<file path="config.mk">
export PLATFORM = sky130hd
export DESIGN_NAME = muldiv_sequencer
export DESIGN_NICKNAME = d
export VERILOG_FILES = /design/src/rtl/muldiv_sequencer.sv
export SDC_FILE = /design/constraint.sdc
export NUM_CORES = 2
export LEC_CHECK = 0
export BUFFER_PORTS_ARGS = -buffer_cell sky130_fd_sc_hd__buf_2
export CAP_MARGIN = 20
export CORE_UTILIZATION = 40
export CTS_CLUSTER_DIAMETER = 120
export CTS_CLUSTER_SIZE = 30
export DETAILED_ROUTE_END_ITERATION = 12
export GPL_TIMING_DRIVEN = 1
export HOLD_SLACK_MARGIN = 0.05
export PLACE_DENSITY_LB_ADDON = 0.15
export SKIP_LAST_GASP = 1
export SYNTH_ARGS = -nofsm -noshare
export SYNTH_HDL_FRONTEND = slang
export SYNTH_SLANG_ARGS = --single-unit
</file>
<file path="constraint.sdc">
create_clock -name clk -period 12.3 [get_ports clk]
set_clock_uncertainty 0.15 [all_clocks]
set_input_delay 2.46 -clock clk [delete_from_list [all_inputs] [get_ports clk]]
set_output_delay 2.46 -clock clk [all_outputs]
set_load 0.01 [all_outputs]
</file>
<file path="src/rtl/muldiv_sequencer.sv">
// Multicycle MULT/MULTU/DIV/DIVU sequencer owning the architectural HI/LO pair.
// Multiply takes two registered stages; divide is a 32-step restoring divider.
module muldiv_sequencer (
  input  logic        clk,
  input  logic        rst,
  input  logic        start,
  input  logic [1:0]  op,
  input  logic [31:0] a,
  input  logic [31:0] b,
  input  logic        flush,
  input  logic        hi_we,
  input  logic        lo_we,
  input  logic [31:0] wdata,
  output logic        busy,
  output logic        done,
  output logic        div_zero,
  output logic [31:0] hi,
  output logic [31:0] lo
);

  typedef enum logic [1:0] {
    S_IDLE = 2'd0,
    S_MUL  = 2'd1,
    S_DIV  = 2'd2,
    S_DONE = 2'd3
  } state_t;

  state_t      r_state;
  logic        r_is_div;
  logic        r_dz;
  logic        r_mul_stage;
  logic        r_neg_q;
  logic        r_neg_r;
  logic [5:0]  r_cnt;
  logic [31:0] r_a_mag;
  logic [31:0] r_b_mag;
  logic [31:0] r_rem;
  logic [31:0] r_quo;
  logic [31:0] r_pp_ll;
  logic [31:0] r_pp_lh;
  logic [31:0] r_pp_hl;
  logic [31:0] r_pp_hh;

  function automatic logic [31:0] f_abs32(input logic [31:0] v, input logic en);
    f_abs32 = (en && v[31]) ? (~v + 32'd1) : v;
  endfunction

  function automatic logic [31:0] f_neg32(input logic [31:0] v, input logic en);
    f_neg32 = en ? (~v + 32'd1) : v;
  endfunction

  function automatic logic [63:0] f_neg64(input logic [63:0] v, input logic en);
    f_neg64 = en ? (~v + 64'd1) : v;
  endfunction

  logic        w_signed;
  logic [31:0] w_a_mag;
  logic [31:0] w_b_mag;
  logic        w_neg_q;
  logic        w_neg_r;
  logic [32:0] w_shift;
  logic [32:0] w_diff;
  logic [63:0] w_prod_mag;
  logic [63:0] w_prod;
  logic [31:0] w_hi_res;
  logic [31:0] w_lo_res;
  logic        w_wb;

  // Operand conditioning, divider step, product summation and writeback select.
  always_comb begin
    w_signed   = ~op[0];
    w_a_mag    = f_abs32(a, w_signed);
    w_b_mag    = f_abs32(b, w_signed);
    w_neg_q    = w_signed & (a[31] ^ b[31]);
    w_neg_r    = w_signed & a[31];
    w_shift    = {r_rem, r_quo[31]};
    w_diff     = w_shift - {1'b0, r_b_mag};
    w_prod_mag = {r_pp_hh, 32'd0}
               + {16'd0, r_pp_lh, 16'd0}
               + {16'd0, r_pp_hl, 16'd0}
               + {32'd0, r_pp_ll};
    w_prod     = f_neg64(w_prod_mag, r_neg_q);
    // Product is already signed in r_rem/r_quo; only divide results need fixing up.
    w_hi_res   = f_neg32(r_rem, r_is_div & r_neg_r);
    w_lo_res   = f_neg32(r_quo, r_is_div & r_neg_q);
    w_wb       = (r_state == S_DONE) && !flush && !r_dz;
  end

  // Sequencer FSM with registered status outputs and HI/LO ownership.
  always_ff @(posedge clk or negedge rst) begin
    if (!rst) begin
      r_state     <= S_IDLE;
      r_is_div    <= 1'b0;
      r_dz        <= 1'b0;
      r_mul_stage <= 1'b0;
      r_neg_q     <= 1'b0;
      r_neg_r     <= 1'b0;
      r_cnt       <= 6'd0;
      r_a_mag     <= 32'd0;
      r_b_mag     <= 32'd0;
      r_rem       <= 32'd0;
      r_quo       <= 32'd0;
      r_pp_ll     <= 32'd0;
      r_pp_lh     <= 32'd0;
      r_pp_hl     <= 32'd0;
      r_pp_hh     <= 32'd0;
      busy        <= 1'b0;
      done        <= 1'b0;
      div_zero    <= 1'b0;
      hi          <= 32'd0;
      lo          <= 32'd0;
    end else begin
      done     <= 1'b0;
      div_zero <= 1'b0;
      if (hi_we && !w_wb) begin
        hi <= wdata;
      end else begin
        hi <= hi;
      end
      if (lo_we && !w_wb) begin
        lo <= wdata;
      end else begin
        lo <= lo;
      end

      if (flush) begin
        r_state     <= S_IDLE;
        r_mul_stage <= 1'b0;
        r_cnt       <= 6'd0;
        busy        <= 1'b0;
      end else begin
        case (r_state)
          S_IDLE: begin
            if (start) begin
              r_a_mag     <= w_a_mag;
              r_b_mag     <= w_b_mag;
              r_neg_q     <= w_neg_q;
              r_neg_r     <= w_neg_r;
              r_is_div    <= op[1];
              r_dz        <= op[1] && (b == 32'd0);
              r_mul_stage <= 1'b0;
              r_cnt       <= 6'd0;
              busy        <= 1'b1;
              if (!op[1]) begin
                r_state <= S_MUL;
              end else if (b == 32'd0) begin
                r_state <= S_DONE;
              end else begin
                r_state <= S_DIV;
                r_rem   <= 32'd0;
                r_quo   <= w_a_mag;
              end
            end else begin
              r_state <= S_IDLE;
            end
          end
          S_MUL: begin
            if (!r_mul_stage) begin
              r_pp_ll     <= {16'd0, r_a_mag[15:0]}  * {16'd0, r_b_mag[15:0]};
              r_pp_lh     <= {16'd0, r_a_mag[15:0]}  * {16'd0, r_b_mag[31:16]};
              r_pp_hl     <= {16'd0, r_a_mag[31:16]} * {16'd0, r_b_mag[15:0]};
              r_pp_hh     <= {16'd0, r_a_mag[31:16]} * {16'd0, r_b_mag[31:16]};
              r_mul_stage <= 1'b1;
            end else begin
              r_rem       <= w_prod[63:32];
              r_quo       <= w_prod[31:0];
              r_mul_stage <= 1'b0;
              r_state     <= S_DONE;
            end
          end
          S_DIV: begin
            // Restoring step: keep the trial subtraction only when it did not borrow.
            if (!w_diff[32]) begin
              r_rem <= w_diff[31:0];
              r_quo <= {r_quo[30:0], 1'b1};
            end else begin
              r_rem <= w_shift[31:0];
              r_quo <= {r_quo[30:0], 1'b0};
            end
            if (r_cnt == 6'd31) begin
              r_cnt   <= 6'd0;
              r_state <= S_DONE;
            end else begin
              r_cnt <= r_cnt + 6'd1;
            end
          end
          S_DONE: begin
            done     <= 1'b1;
            div_zero <= r_dz;
            if (!r_dz) begin
              hi <= w_hi_res;
              lo <= w_lo_res;
            end
            r_dz    <= 1'b0;
            busy    <= 1'b0;
            r_state <= S_IDLE;
          end
          default: begin
            r_state <= S_IDLE;
            busy    <= 1'b0;
          end
        endcase
      end
    end
  end

endmodule

</file>
== Yosys cells after proc, flatten, opt, wreduce, memory -nomap -nowiden ==
Cells that the tools add are included.
Word-level totals
  bits in registers: 336
  latch bits: 0
  bits in writable memories: 0
  bits in read-only memories: 0
  output and inout port bits: 67
  word-level logic and storage cells: 132
  memories kept: 0
Cells by class
  add/subtract/negate cells: 10
  $mul: 4
  divide/modulo/power cells: 0
  order comparisons: 0
  eq/ne operators: 11
  shifts and indexed selects: 0
  multiplexer cells: 49
  bitwise logic cells: 13
  reduce and logical (&&, ||, !) cells: 25
Operators with widths (number)
  32-bit 2-to-1 mux: 21
  32-bit one-hot mux with 3 select lines: 2
  32-bit by 1-bit adder with 32-bit output (second input constant): 4
  64-bit by 48-bit adder with 64-bit output: 2
  16-bit by 16-bit multiplier with 32-bit output: 4
  32-bit inverter: 4
  64-bit by 1-bit adder with 64-bit output (second input constant): 1
  64-bit by 32-bit adder with 64-bit output: 1
  64-bit 2-to-1 mux: 1
  64-bit inverter: 1
  33-bit by 32-bit subtractor with 33-bit output: 1
  32-bit zero test: 1
  6-bit 2-to-1 mux: 3
  1-bit 2-to-1 mux: 12
  6-bit one-hot mux with 2 select lines: 1
  3-bit nonzero test: 4
  2-bit 2-to-1 mux: 5
  3-bit inequality test (second input constant): 3
  3-bit AND reduction: 3
  2-bit inequality test (second input constant): 4
  2-bit one-hot mux with 4 select lines: 1
  2-bit AND reduction: 4
  1-bit logical AND: 7
  6-bit by 1-bit adder with 6-bit output (second input constant): 1
  other kinds (11): 21

== Logic depth before layout (Yosys ltp) ==
  word-level depth: 9
  gate-level depth with buffers: 27
  gate-level depth less buffers: 26

== Worst setup path before layout ==
No wires, ideal clock.
  kind: register to register
  start: register r_b_mag[7]
  end: register r_pp_ll[31]
  setup time: 0.133 ns
  arrival time: 6.351 ns
  required time: 12.017 ns
  setup slack: 5.666 ns
  cell stages (with the launch flop): 26
  path buffers: 2
  period minus slack after synthesis: 6.634 ns
  path through: dfrtp_1 clkbuf_1 clkbuf_1 nand2_1 fa_1 fa_1 inv_1 fa_1 fa_1 fa_1 inv_1 fa_1 inv_1 ha_1 a21oi_1 o21bai_1 a21o_1 a21o_1 a221o_1 a21o_1 a21oi_1 o21ai_0 a2111o_1 a31oi_1 xnor2_1 o21ai_0
Between the ends
  longest elaborated chain between the ends: 1
Ends and longest elaborated chain
  from (decl): line 36  | logic [31:0] r_b_mag;
  from (signal assigned): line 136  | r_b_mag <= w_b_mag;
  16-bit by 16-bit multiplier with 32-bit output: line 159  | r_pp_ll <= {16'd0, r_a_mag[15:0]} * {16'd0, r_b_mag[15:0]};
  to (signal assigned): line 159
  to (decl): line 39  | logic [31:0] r_pp_ll;
No other way between the ends.
A chain may end at the register's enable or synchronous reset.

== Worst setup path in the final report ==
  start: register r_b_mag[2]
  end: register r_pp_ll[31]
Same word-level chain as after synthesis.

==> metrics.cfg <==
[run_status]
status=complete, no violations

[synth]
yosys_warnings=0
synth_seq_cells=336
synth-xor-area-share=0.0509
synthAdderAreaFrac=0.396
synth_edf_count=0
synth_compound_area_frac=0.119
synth_area_um2=56500
async_flop_share=1.00
synth_cell_types=86
synthMuxAreaShare=0.0153
synth_simple_gate_area_frac=0.181
synthCells=6600
synth_top_family_by_area=adder cells
syn_avg_cell_area_um2=8.55
mappedNetlistNets=8005
seq_area_frac_synth=0.149
synthFlopType=dfrtp_1

[grt]
grt_pass1_wl_um=276000
grt_pass1_vias=45900
grt.total_usage=0.254
grt_remaining_overflow=0
antenna_found_initial=9
grt_max_degree=182

[worst_setup_path]
r2r_slack_ns=4.69
critical_path_class=flop to flop
cp_common_cell=fa_1
path_max_fanout=26
startpoint=r_b_mag[2]
worst-path-stages=23
critical_path_buf_inv_count=4
cpPeakStageDelay_ns=0.66
worstSetupEndpoint=r_pp_ll[31]
cp_top_family=adder cells
r2r-end=r_pp_ll[31]
critical-path-slowest-cell=dfrtp_1
cp_cell_sequence=buf_4 -> nand2_1 -> fa_1 -> fa_1 -> fa_1 -> fa_1 -> inv_1 -> fa_1 -> inv_1 -> fa_1 -> inv_1 -> ha_1 -> a21o_1 -> a21oi_1 -> nor2_1 -> a21oi_1 -> o311ai_0 -> a31oi_1 -> o21ai_0 -> a2111o_1 -> a31oi_1 -> xnor2_1 -> o21ai_0
crit_required_ns=12.64
r2r_cells=23
cp.arrival_ns=7.94
end_kind=flop
r2r-start=r_b_mag[2]
critPathLaunchType=flop

[floorplanning]
die_h_um=378
io_pins=171
coreArea_um2=140000
die_w_um=378
rows=137
start_util=0.404
die-area_um2=143000

[placed_design]
gp_congestion=0.885
hpwl_um=135000
port_buffers=170

[timing]
slew_headroom=0.230
tns_ns=0
finalSetupViolCount=0
min_period_ns=7.61
rsz0062_at_grt=no
worst_pin_slew_ns=1.15
clock.fmax_ghz=0.131
slew_viol_final=0
final-hold-violation-count=0
period_share=0.618

[finish]
nFillCells=14100
final_common_cell=nand2_1
register_area_um2=8410
drive_above_1_share=0.0560
synthToLayoutAreaGrowth_pct=6.42
final_cell_mix=nand2_1 (1063), inv_1 (996), fa_1 (810), and2_1 (501), ha_1 (489)
fin_nets=7935
multiInputGateArea_um2=43000

[clocking]
cts_inserted_buffers=24
cts-htree-levels=1
ctsResizeCount=0
cts_tree=yes
cts_root_buffer=clkbuf_16
cts_buffer_depth=3
postCtsSetupBuffers=0
clk_pin_slew_worst_paths_ns=0.11
hold_buffers=0
clkSinkCount=336
insertion_delay_ns=0.67

[min_path]
hp-class=flop to flop

[drt]
via_per_inst=5.33
drt_wl_total_um=177000
drtIter0Drc=2846
drc=0
vias=44900
antenna_left=0
post_drt_wl_per_cell_um=21.1
drt_first_pass_iters=6

[job]
cap_violations=0

[per-layer routing]
metal	part of all wire	vias up	GRT usage
li1	-	20900	-
met2	0.44	1286	0.401
met3	0.075	193	0.0537
met5	0.00028	-	0
met4	0.029	8	0.0671
met1	0.45	22500	0.350
[logic make-up after synthesis]
| logic type | count (synthesis) |
|---|---|
| simple gates | 2135 |
| buf+inv | 1346 |
| fa+ha+maj | 1301 |
| compound gates | 1069 |
| flops | 336 |
| xor+xnor | 328 |
| mux | 85 |
[how the worst min path moves through the flow]
stage,cells past startpoint,end,slack (ns),startpoint
floorplan,1,r_cnt[5],0.29,r_cnt[5]
global placement,2,r_b_mag[7],0.31,r_b_mag[7]
detailed placement,1,r_cnt[5],0.32,r_cnt[5]
CTS,1,r_cnt[5],0.34,r_cnt[5]
global route,2,r_b_mag[9],0.36,r_b_mag[9]
finish,2,r_b_mag[7],0.34,r_b_mag[7]
[state kept, by name, summed over array words and instances, names as in the netlist, 2 cells and up]
signal	cells
hi	32
lo	32
r_a_mag	32
r_b_mag	32
r_cnt	6
r_pp_hh	32
r_pp_hl	32
r_pp_lh	32
r_pp_ll	32
r_quo	32
r_rem	32
r_state	2
[cell type report]
cell class	count	share of cell area
Antenna cell	2	0.0000833
Clock buffer	25	0.0101
Clock inverter	19	0.00698
Inverter	997	0.0623
Multi-Input combinational cell	4918	0.716
Sequential cell	336	0.140
Tap cell	1876	0.0391
Timing Repair Buffer	253	0.0251
[per-stage QoR]
step,hold slack (ns),setup slack [ns],area (um2),util,instances
2_1_floorplan,0.287,5.67,56500,-,6600
3_3_place_gp,0.314,4.98,59100,0.423,8380
3_5_place_dp,0.316,4.89,59100,0.423,8380
4_1_cts,0.341,4.84,60100,0.430,8424
5_1_grt,0.355,4.39,60100,0.430,8424
6_report,0.337,4.69,60100,0.430,8426
[synth_stat cells, drive strengths merged (19+ instances only)]
master  count  area [um2]
nand2    1064        3990
inv       997        3740
fa        810       16200
and2      502        3140
ha        491        6140
o21ai     410        2050
dfrtp     336        8410
clkbuf    328        1230
xnor2     215        1880
a21oi     210        1050
nor2      178         668
xor2      113         990
a21o      101         758
mux2i      76         761
nor3       73         365
nand3      60         300
nand2b     50         328
o31ai      50         375
nor4       35         231
a31oi      34         219
and3       33         206
or3        32         201
a211oi     31         238
a221oi     31         272
nor2b      31         194
nand4      26         163
o21bai     23         173
buf        21        93.8
o211ai     19         143
[worst reg2reg max path: cells and delay by family (launching register included)]
kind            cells  cell delay, ns
xor+xnor            1            0.16
simple gates        2            0.25
fa+ha+maj           7            3.38
buf+inv             4            0.58
flops               1            0.66
compound gates      9            2.25
Power is left out: the tool's default activity adds up to more than one toggle a clock period on the data nets, which glitch-free logic cannot reach.
